===== config.mk =====
export PLATFORM = sky130hd
export DESIGN_NAME = pc_unit
export DESIGN_NICKNAME = d
export VERILOG_FILES = /design/src/rtl/musa_pc_pkg.sv /design/src/rtl/pc_ras.sv /design/src/rtl/pc_unit.sv
export SDC_FILE = /design/constraint.sdc
export NUM_CORES = 1
export LEC_CHECK = 0
export BUFFER_PORTS_ARGS = -buffer_cell sky130_fd_sc_hd__buf_2
export CORE_UTILIZATION = 55
export CTS_CLUSTER_SIZE = 16
export DETAILED_ROUTE_END_ITERATION = 16
export GPL_TIMING_DRIVEN = 0
export PLACE_DENSITY = 0.94
export SLEW_MARGIN = 20
export SYNTH_ARGS = -nofsm -noshare
export SYNTH_HDL_FRONTEND = slang
export SYNTH_SLANG_ARGS = --single-unit
export TNS_END_PERCENT = 30

===== constraint.sdc =====
create_clock -name clk -period 4.25 [get_ports clk]
set_input_delay 0.6375 -clock clk [delete_from_list [all_inputs] [get_ports clk]]
set_output_delay 0.6375 -clock clk [all_outputs]
set_load 0.02 [all_outputs]

===== src/rtl/musa_pc_pkg.sv =====
`default_nettype none
// ============================================================================
// Module : musa_pc_pkg
// Brief  : Next-PC source encodings and link increment shared by the PC unit.
// Rev    : 1.0  initial release
// ============================================================================
package musa_pc_pkg;

    localparam logic [2:0] PC_SEL_SEQ    = 3'd0;
    localparam logic [2:0] PC_SEL_BRANCH = 3'd1;
    localparam logic [2:0] PC_SEL_JUMP   = 3'd2;
    localparam logic [2:0] PC_SEL_JR     = 3'd3;
    localparam logic [2:0] PC_SEL_RET    = 3'd4;

    localparam int unsigned PC_LINK_INC = 4;

endpackage
`default_nettype wire


===== src/rtl/pc_ras.sv =====
`default_nettype none
// ============================================================================
// Module : pc_ras
// Brief  : Circular return-address stack; a push when full overwrites the oldest.
// Rev    : 1.0  initial release
// ============================================================================
module pc_ras #(
    parameter int ADDR_WIDTH = 13,
    parameter int RAS_DEPTH  = 4     // power of two, >= 2
) (
    input  logic                  clk,
    input  logic                  reset,
    input  logic                  push,
    input  logic                  pop,
    input  logic [ADDR_WIDTH-1:0] din,
    output logic [ADDR_WIDTH-1:0] top,
    output logic                  empty,
    output logic                  full,
    output logic                  overflow_set
);

    localparam int PTR_W = $clog2(RAS_DEPTH);
    localparam int CNT_W = $clog2(RAS_DEPTH + 1);

    logic [ADDR_WIDTH-1:0] r_mem [RAS_DEPTH];
    logic [PTR_W-1:0]      r_ptr;      // next free slot; wraps over the oldest
    logic [CNT_W-1:0]      r_count;
    logic [PTR_W-1:0]      w_topIdx;
    logic                  w_doPop;

    assign w_topIdx     = r_ptr - PTR_W'(1);
    assign empty        = (r_count == '0);
    assign full         = (r_count == CNT_W'(RAS_DEPTH));
    assign top          = r_mem[w_topIdx];
    assign w_doPop      = pop && !empty;
    assign overflow_set = push && full && !w_doPop;

    always_ff @(posedge clk) begin
        if (!reset) begin
            r_ptr   <= '0;
            r_count <= '0;
        end else if (push && w_doPop) begin
            r_ptr   <= r_ptr;
        end else if (push) begin
            r_ptr <= r_ptr + PTR_W'(1);
            if (!full) begin
                r_count <= r_count + CNT_W'(1);
            end
        end else if (w_doPop) begin
            r_ptr   <= w_topIdx;
            r_count <= r_count - CNT_W'(1);
        end
    end

    // Push+pop reuses the slot just popped, so the depth does not change.
    always_ff @(posedge clk) begin
        if (reset && push) begin
            if (w_doPop) begin
                r_mem[w_topIdx] <= din;
            end else begin
                r_mem[r_ptr] <= din;
            end
        end
    end

endmodule
`default_nettype wire


===== src/rtl/pc_unit.sv =====
`default_nettype none
// ============================================================================
// Module : pc_unit
// Brief  : Fetch PC register with next-PC mux, return-address stack and EPC.
// Rev    : 1.0  initial release
// ============================================================================
module pc_unit
    import musa_pc_pkg::*;
#(
    parameter int          ADDR_WIDTH   = 13,
    parameter int unsigned RESET_VECTOR = 0,
    parameter int unsigned EXC_VECTOR   = 'h100,
    parameter int          RAS_DEPTH    = 4
) (
    input  logic                  clk,
    input  logic                  reset,
    input  logic                  pc_write,
    input  logic [2:0]            pc_sel,
    input  logic [31:0]           branch_offset,
    input  logic [31:0]           jump_target,
    input  logic [31:0]           reg_target,
    input  logic                  push_ret,
    input  logic                  exception,
    input  logic                  eret,
    output logic [ADDR_WIDTH-1:0] pc_out,
    output logic [ADDR_WIDTH-1:0] pc_plus4,
    output logic [ADDR_WIDTH-1:0] epc_out,
    output logic                  ras_empty,
    output logic                  ras_full,
    output logic                  ras_overflow,
    output logic                  ras_underflow,
    output logic                  misaligned
);

    logic [ADDR_WIDTH-1:0] r_pc;
    logic [ADDR_WIDTH-1:0] r_epc;
    logic                  r_overflow;
    logic                  r_underflow;
    logic                  r_misaligned;

    logic [ADDR_WIDTH-1:0] w_pcPlus4;
    logic [31:0]           w_offShift;
    logic [ADDR_WIDTH-1:0] w_nextPc;
    logic [ADDR_WIDTH-1:0] w_nextEpc;
    logic                  w_misaligned;
    logic                  w_underflow;
    logic                  w_push;
    logic                  w_pop;
    logic [ADDR_WIDTH-1:0] w_rasTop;
    logic                  w_rasEmpty;
    logic                  w_rasFull;
    logic                  w_overflowSet;

    assign w_pcPlus4  = r_pc + ADDR_WIDTH'(PC_LINK_INC);
    assign w_offShift = branch_offset << 2;

    // Upper input bits beyond the address width are intentionally dropped.
    if (ADDR_WIDTH < 32) begin : g_unusedHi
        logic w_unused;
        assign w_unused = ^{w_offShift[31:ADDR_WIDTH], jump_target[31:ADDR_WIDTH],
                            reg_target[31:ADDR_WIDTH]};
    end

    always_comb begin
        w_nextPc     = r_pc;
        w_nextEpc    = r_epc;
        w_misaligned = 1'b0;
        w_underflow  = 1'b0;
        w_push       = 1'b0;
        w_pop        = 1'b0;
        if (exception) begin
            w_nextPc  = ADDR_WIDTH'(EXC_VECTOR);
            w_nextEpc = r_pc;
        end else if (eret) begin
            w_nextPc = r_epc;
        end else if (pc_write) begin
            w_push = push_ret;
            case (pc_sel)
                PC_SEL_BRANCH: w_nextPc = w_pcPlus4 + w_offShift[ADDR_WIDTH-1:0];
                PC_SEL_JUMP: begin
                    w_nextPc     = {jump_target[ADDR_WIDTH-1:2], 2'b00};
                    w_misaligned = |jump_target[1:0];
                end
                PC_SEL_JR: begin
                    w_nextPc     = {reg_target[ADDR_WIDTH-1:2], 2'b00};
                    w_misaligned = |reg_target[1:0];
                end
                PC_SEL_RET: begin
                    w_pop = 1'b1;
                    if (w_rasEmpty) begin
                        w_nextPc    = w_pcPlus4;
                        w_underflow = 1'b1;
                    end else begin
                        w_nextPc = w_rasTop;
                    end
                end
                default: w_nextPc = w_pcPlus4;
            endcase
        end
    end

    always_ff @(posedge clk) begin
        if (!reset) begin
            r_pc         <= ADDR_WIDTH'(RESET_VECTOR);
            r_epc        <= '0;
            r_overflow   <= 1'b0;
            r_underflow  <= 1'b0;
            r_misaligned <= 1'b0;
        end else begin
            r_pc         <= w_nextPc;
            r_epc        <= w_nextEpc;
            r_overflow   <= r_overflow | w_overflowSet;
            r_underflow  <= w_underflow;
            r_misaligned <= w_misaligned;
        end
    end

    pc_ras #(
        .ADDR_WIDTH (ADDR_WIDTH),
        .RAS_DEPTH  (RAS_DEPTH)
    ) u_ras (
        .clk          (clk),
        .reset        (reset),
        .push         (w_push),
        .pop          (w_pop),
        .din          (w_pcPlus4),
        .top          (w_rasTop),
        .empty        (w_rasEmpty),
        .full         (w_rasFull),
        .overflow_set (w_overflowSet)
    );

    assign pc_out        = r_pc;
    assign pc_plus4      = w_pcPlus4;
    assign epc_out       = r_epc;
    assign ras_empty     = w_rasEmpty;
    assign ras_full      = w_rasFull;
    assign ras_overflow  = r_overflow;
    assign ras_underflow = r_underflow;
    assign misaligned    = r_misaligned;

endmodule
`default_nettype wire


==> flow_summary.json <==
{
  "fmax_ghz": 0.2855,
  "tritoncts": "done",
  "average_wire_per_standard_cell_um": 20.49,
  "grt_antenna_before_repair": 0,
  "rsz0062_at_grt": "no",
  "overall_routed_net_length_um": 12230,
  "clock_latency_on_the_worst_skew_pair_ns": 0.36,
  "grt_use_total": 0.2985,
  "finish.net_count": 610,
  "grt_pass1_vias": 3687,
  "cts.sinks": 86,
  "die_height_um": 92.69,
  "period_needed_ns": 3.503,
  "gp_congestion": 0.9025,
  "cts-root-buf": "sky130_fd_sc_hd__clkbuf_8",
  "antenna_cells": 0,
  "multiInputGateArea_um2": 2136,
  "setup_viol": 0,
  "maxSlewHeadroom": 0.3735,
  "area_of_the_die_um2": 8591,
  "drv.max_cap_violation_count": 0,
  "setup.worst_path.end_class": "flop",
  "synth_flop_cell": "sky130_fd_sc_hd__edfxtp_1",
  "route.detailed.vias_per_inst": 6.250,
  "final-seq-area_um2": 2242,
  "first_pass_grt_wire_length_um": 18950,
  "power.net_switching_w": 0.0004586,
  "drt-initial-drc-count": 540,
  "power.sequential.fraction": 0.509,
  "count_of_cells_resized_by_post_cts_repair": 0,
  "fin_crit_sh": 0.8241,
  "yosysTopAreaCellShare": 0.3452,
  "start_kind": "flop",
  "drt_pre_antenna_iters": 5,
  "outcome": "completed",
  "final_setup_slack_of_the_worst_path_ns": 0.7474,
  "postSynthCellCount": 391,
  "worst_clock_skew_ns": 0.01620,
  "internal_power_w": 0.001319,
  "syn_to_final_growth_pct": 17.87,
  "swShare": 0.2580,
  "cts_h_tree_lvls": 3,
  "cts-root-to-sink-buffers": 2,
  "power.leakage_nw": 2.109,
  "yosys.cell_types.count": 57,
  "ys_seq_elements": 86,
  "kind_of_critical_path": "flop to flop",
  "hpwl_um": 8967,
  "cts_buffers": 9,
  "clkSlewWorstSetupHoldPaths_ns": 0.08,
  "floorplan.initialDensity": 0.5764,
  "synth.top_cells.by_area": "sky130_fd_sc_hd__edfxtp_1 (35%), sky130_fd_sc_hd__dfxtp_1 (15%), sky130_fd_sc_hd__mux4_2 (7.0%), sky130_fd_sc_hd__mux2i_1 (5.5%), sky130_fd_sc_hd__ha_1 (3.6%)",
  "avgSynthCellArea_um2": 11.57,
  "fillers": 581,
  "combPwrFrac": 0.141,
  "critPathRequiredTime_ns": 4.48,
  "final_area_um2": 5331,
  "cts_post_setup_buffers_inserted": 0,
  "timing.hold.worst.class": "flop to flop",
  "drtAntennaViolNets": 0,
  "share_of_final_layout_standard_cells_stronger_than_drive_strength_1": 0.2768,
  "slowest_stage": "sky130_fd_sc_hd__xnor2_1",
  "arrival_ns": 3.74,
  "synth_async_sr_flop_share": 0,
  "core_region_area_um2": 7848,
  "crit_path_max_fanout": 8,
  "total_number_of_placement_rows": 32,
  "vdd_ir_drop_max_mv": 0.1651,
  "critPathMaxStageDelay_ns": 0.63,
  "post_synth_instance_area_um2": 4523,
  "finish.utilization": 0.6794,
  "synth_fp_nets": 511,
  "globalRoute.totalOverflow": 0,
  "power.clock.fraction": 0.351,
  "pin_count_of_the_biggest_net_entering_global_routing": 15,
  "placement.setup.worst_slack_ns": 0.9686,
  "whs_ns": 0.4927,
  "die_wd_um": 92.69,
  "power.density_nw_per_um2": 333.4,
  "via_count": 3731,
  "final.setup.tns_ns": 0,
  "yosysWarningCount": 0,
  "synth_top_cell_by_area": "sky130_fd_sc_hd__edfxtp_1",
  "postPlaceCellArea_um2": 5112,
  "final-hold-violation-count": 0,
  "post-route-drc-count": 0,
  "seq_area_frac_synth": 0.4957,
  "synth_enable_flop_cells": 52,
  "critical_path_cell_sequence": "ha_1 -> and3_1 -> nand3_1 -> xnor2_1 -> ha_1 -> a21oi_1 -> o21ai_0 -> a41oi_1 -> xnor2_1 -> a21oi_1 -> nor3_1",
  "placement.io_buffers": 86,
  "top_level_pins": 149,
  "postCtsHoldBufs": 0,
  "maxSlewViolCount": 0,
  "worst-slew-pin-transition_ns": 0.9397
}
## cells in the mapped netlist, drive strengths merged, types with 13 or more instances
library cell / count
a21oi: 25
dfxtp: 34
edfxtp: 52
ha: 13
mux2i: 25
mux4: 14
nand2: 20
nor2: 22
nor2b: 19
o21ai: 23
xnor2: 18
## cells in the final DEF (no fill, tap or decap), types with 13 or more instances in the layout
master / synthesis / final
sky130_fd_sc_hd__buf_2: 6 / 92
sky130_fd_sc_hd__edfxtp_1: 52 / 52
sky130_fd_sc_hd__dfxtp_1: 34 / 34
sky130_fd_sc_hd__mux2i_1: 25 / 25
sky130_fd_sc_hd__o21ai_0: 23 / 23
sky130_fd_sc_hd__a21oi_1: 25 / 23
sky130_fd_sc_hd__nand2_1: 20 / 20
sky130_fd_sc_hd__nor2_1: 20 / 20
sky130_fd_sc_hd__nor2b_1: 19 / 19
sky130_fd_sc_hd__xnor2_1: 18 / 18
sky130_fd_sc_hd__mux4_2: 14 / 14
sky130_fd_sc_hd__ha_1: 13 / 13
## state kept, by name, summed over array words and instances, names as in the netlist, named ones only
signal and count:
epc_out 13, misaligned 1, pc_out 11, ras_overflow 1, ras_underflow 1, u_ras.r_count 3, u_ras.r_mem 52, u_ras.r_ptr 2
## area by class of cell
cell class | instances | area share
sequential | 86 | 0.4206
multi-input combinational | 271 | 0.4006
timing repair buffer | 88 | 0.08425
clock buffer | 12 | 0.03121
tap | 102 | 0.02394
buffer | 22 | 0.02112
clock inverter | 4 | 0.009857
inverter | 12 | 0.008449
## worst max-delay path: cells and delay by family (launching register included)
kind,cells,cell delay [ns]
xor+xnor,2,0.72
compound gates,4,1.02
fa+ha+maj,2,0.66
flops,1,0.52
simple gates,3,0.47
## stage by stage
stage / instances / total power (W)
after floorplan: 391 / 0.001082
after global placement: 579 / 0.001155
after detailed placement: 581 / 0.001165
after CTS: 597 / 0.001772
after global routing: 597 / 0.001829
final: 597 / 0.001777
## kinds of logic (layout without fill, tap and decap cells)
family	after synthesis	after routing	synth area share
and+or+nand+nor	110	110	0.1353
DFF	86	86	0.4957
AOI/OAI and AO/OA	83	83	0.1173
muxes	40	40	0.1275
buffers and inverters	34	138	0.03485
xor gates and xnor gates	23	23	0.04454
adders and majority gates	15	15	0.04481
## worst paths after layout
| kind | startpoint | endpoint | slack (ns) | cells past startpoint |
|---|---|---|---|---|
| min reg2reg | epc_out[5] | pc_out[5] | 0.49 | 2 |
| min | epc_out[5] | pc_out[5] | 0.49 | 2 |
| max | pc_out[2] | pc_out[11] | 0.75 | 11 |
| max reg2reg | pc_out[2] | pc_out[11] | 0.75 | 11 |
## power by group through the flow
| stage | Clock [W] | Sequential, W | Combinational [W] |
|---|---|---|---|
| 2_1_floorplan | 0 | 0.000928 | 0.000154 |
| 3_3_place_gp | 0 | 0.000922 | 0.000233 |
| 3_5_place_dp | 0 | 0.000923 | 0.000242 |
| 4_1_cts | 0.000622 | 0.000904 | 0.000245 |
| 5_1_grt | 0.000655 | 0.000906 | 0.000268 |
| 6_report | 0.000623 | 0.000905 | 0.000250 |
## routing by layer
layer	routed length [µm]	track usage
met1	4622	0.3694
met2	5881	0.4901
met3	1306	0.08210
met4	424	0.1308
met5	0	0
Power figures use the tool's default switching activity.
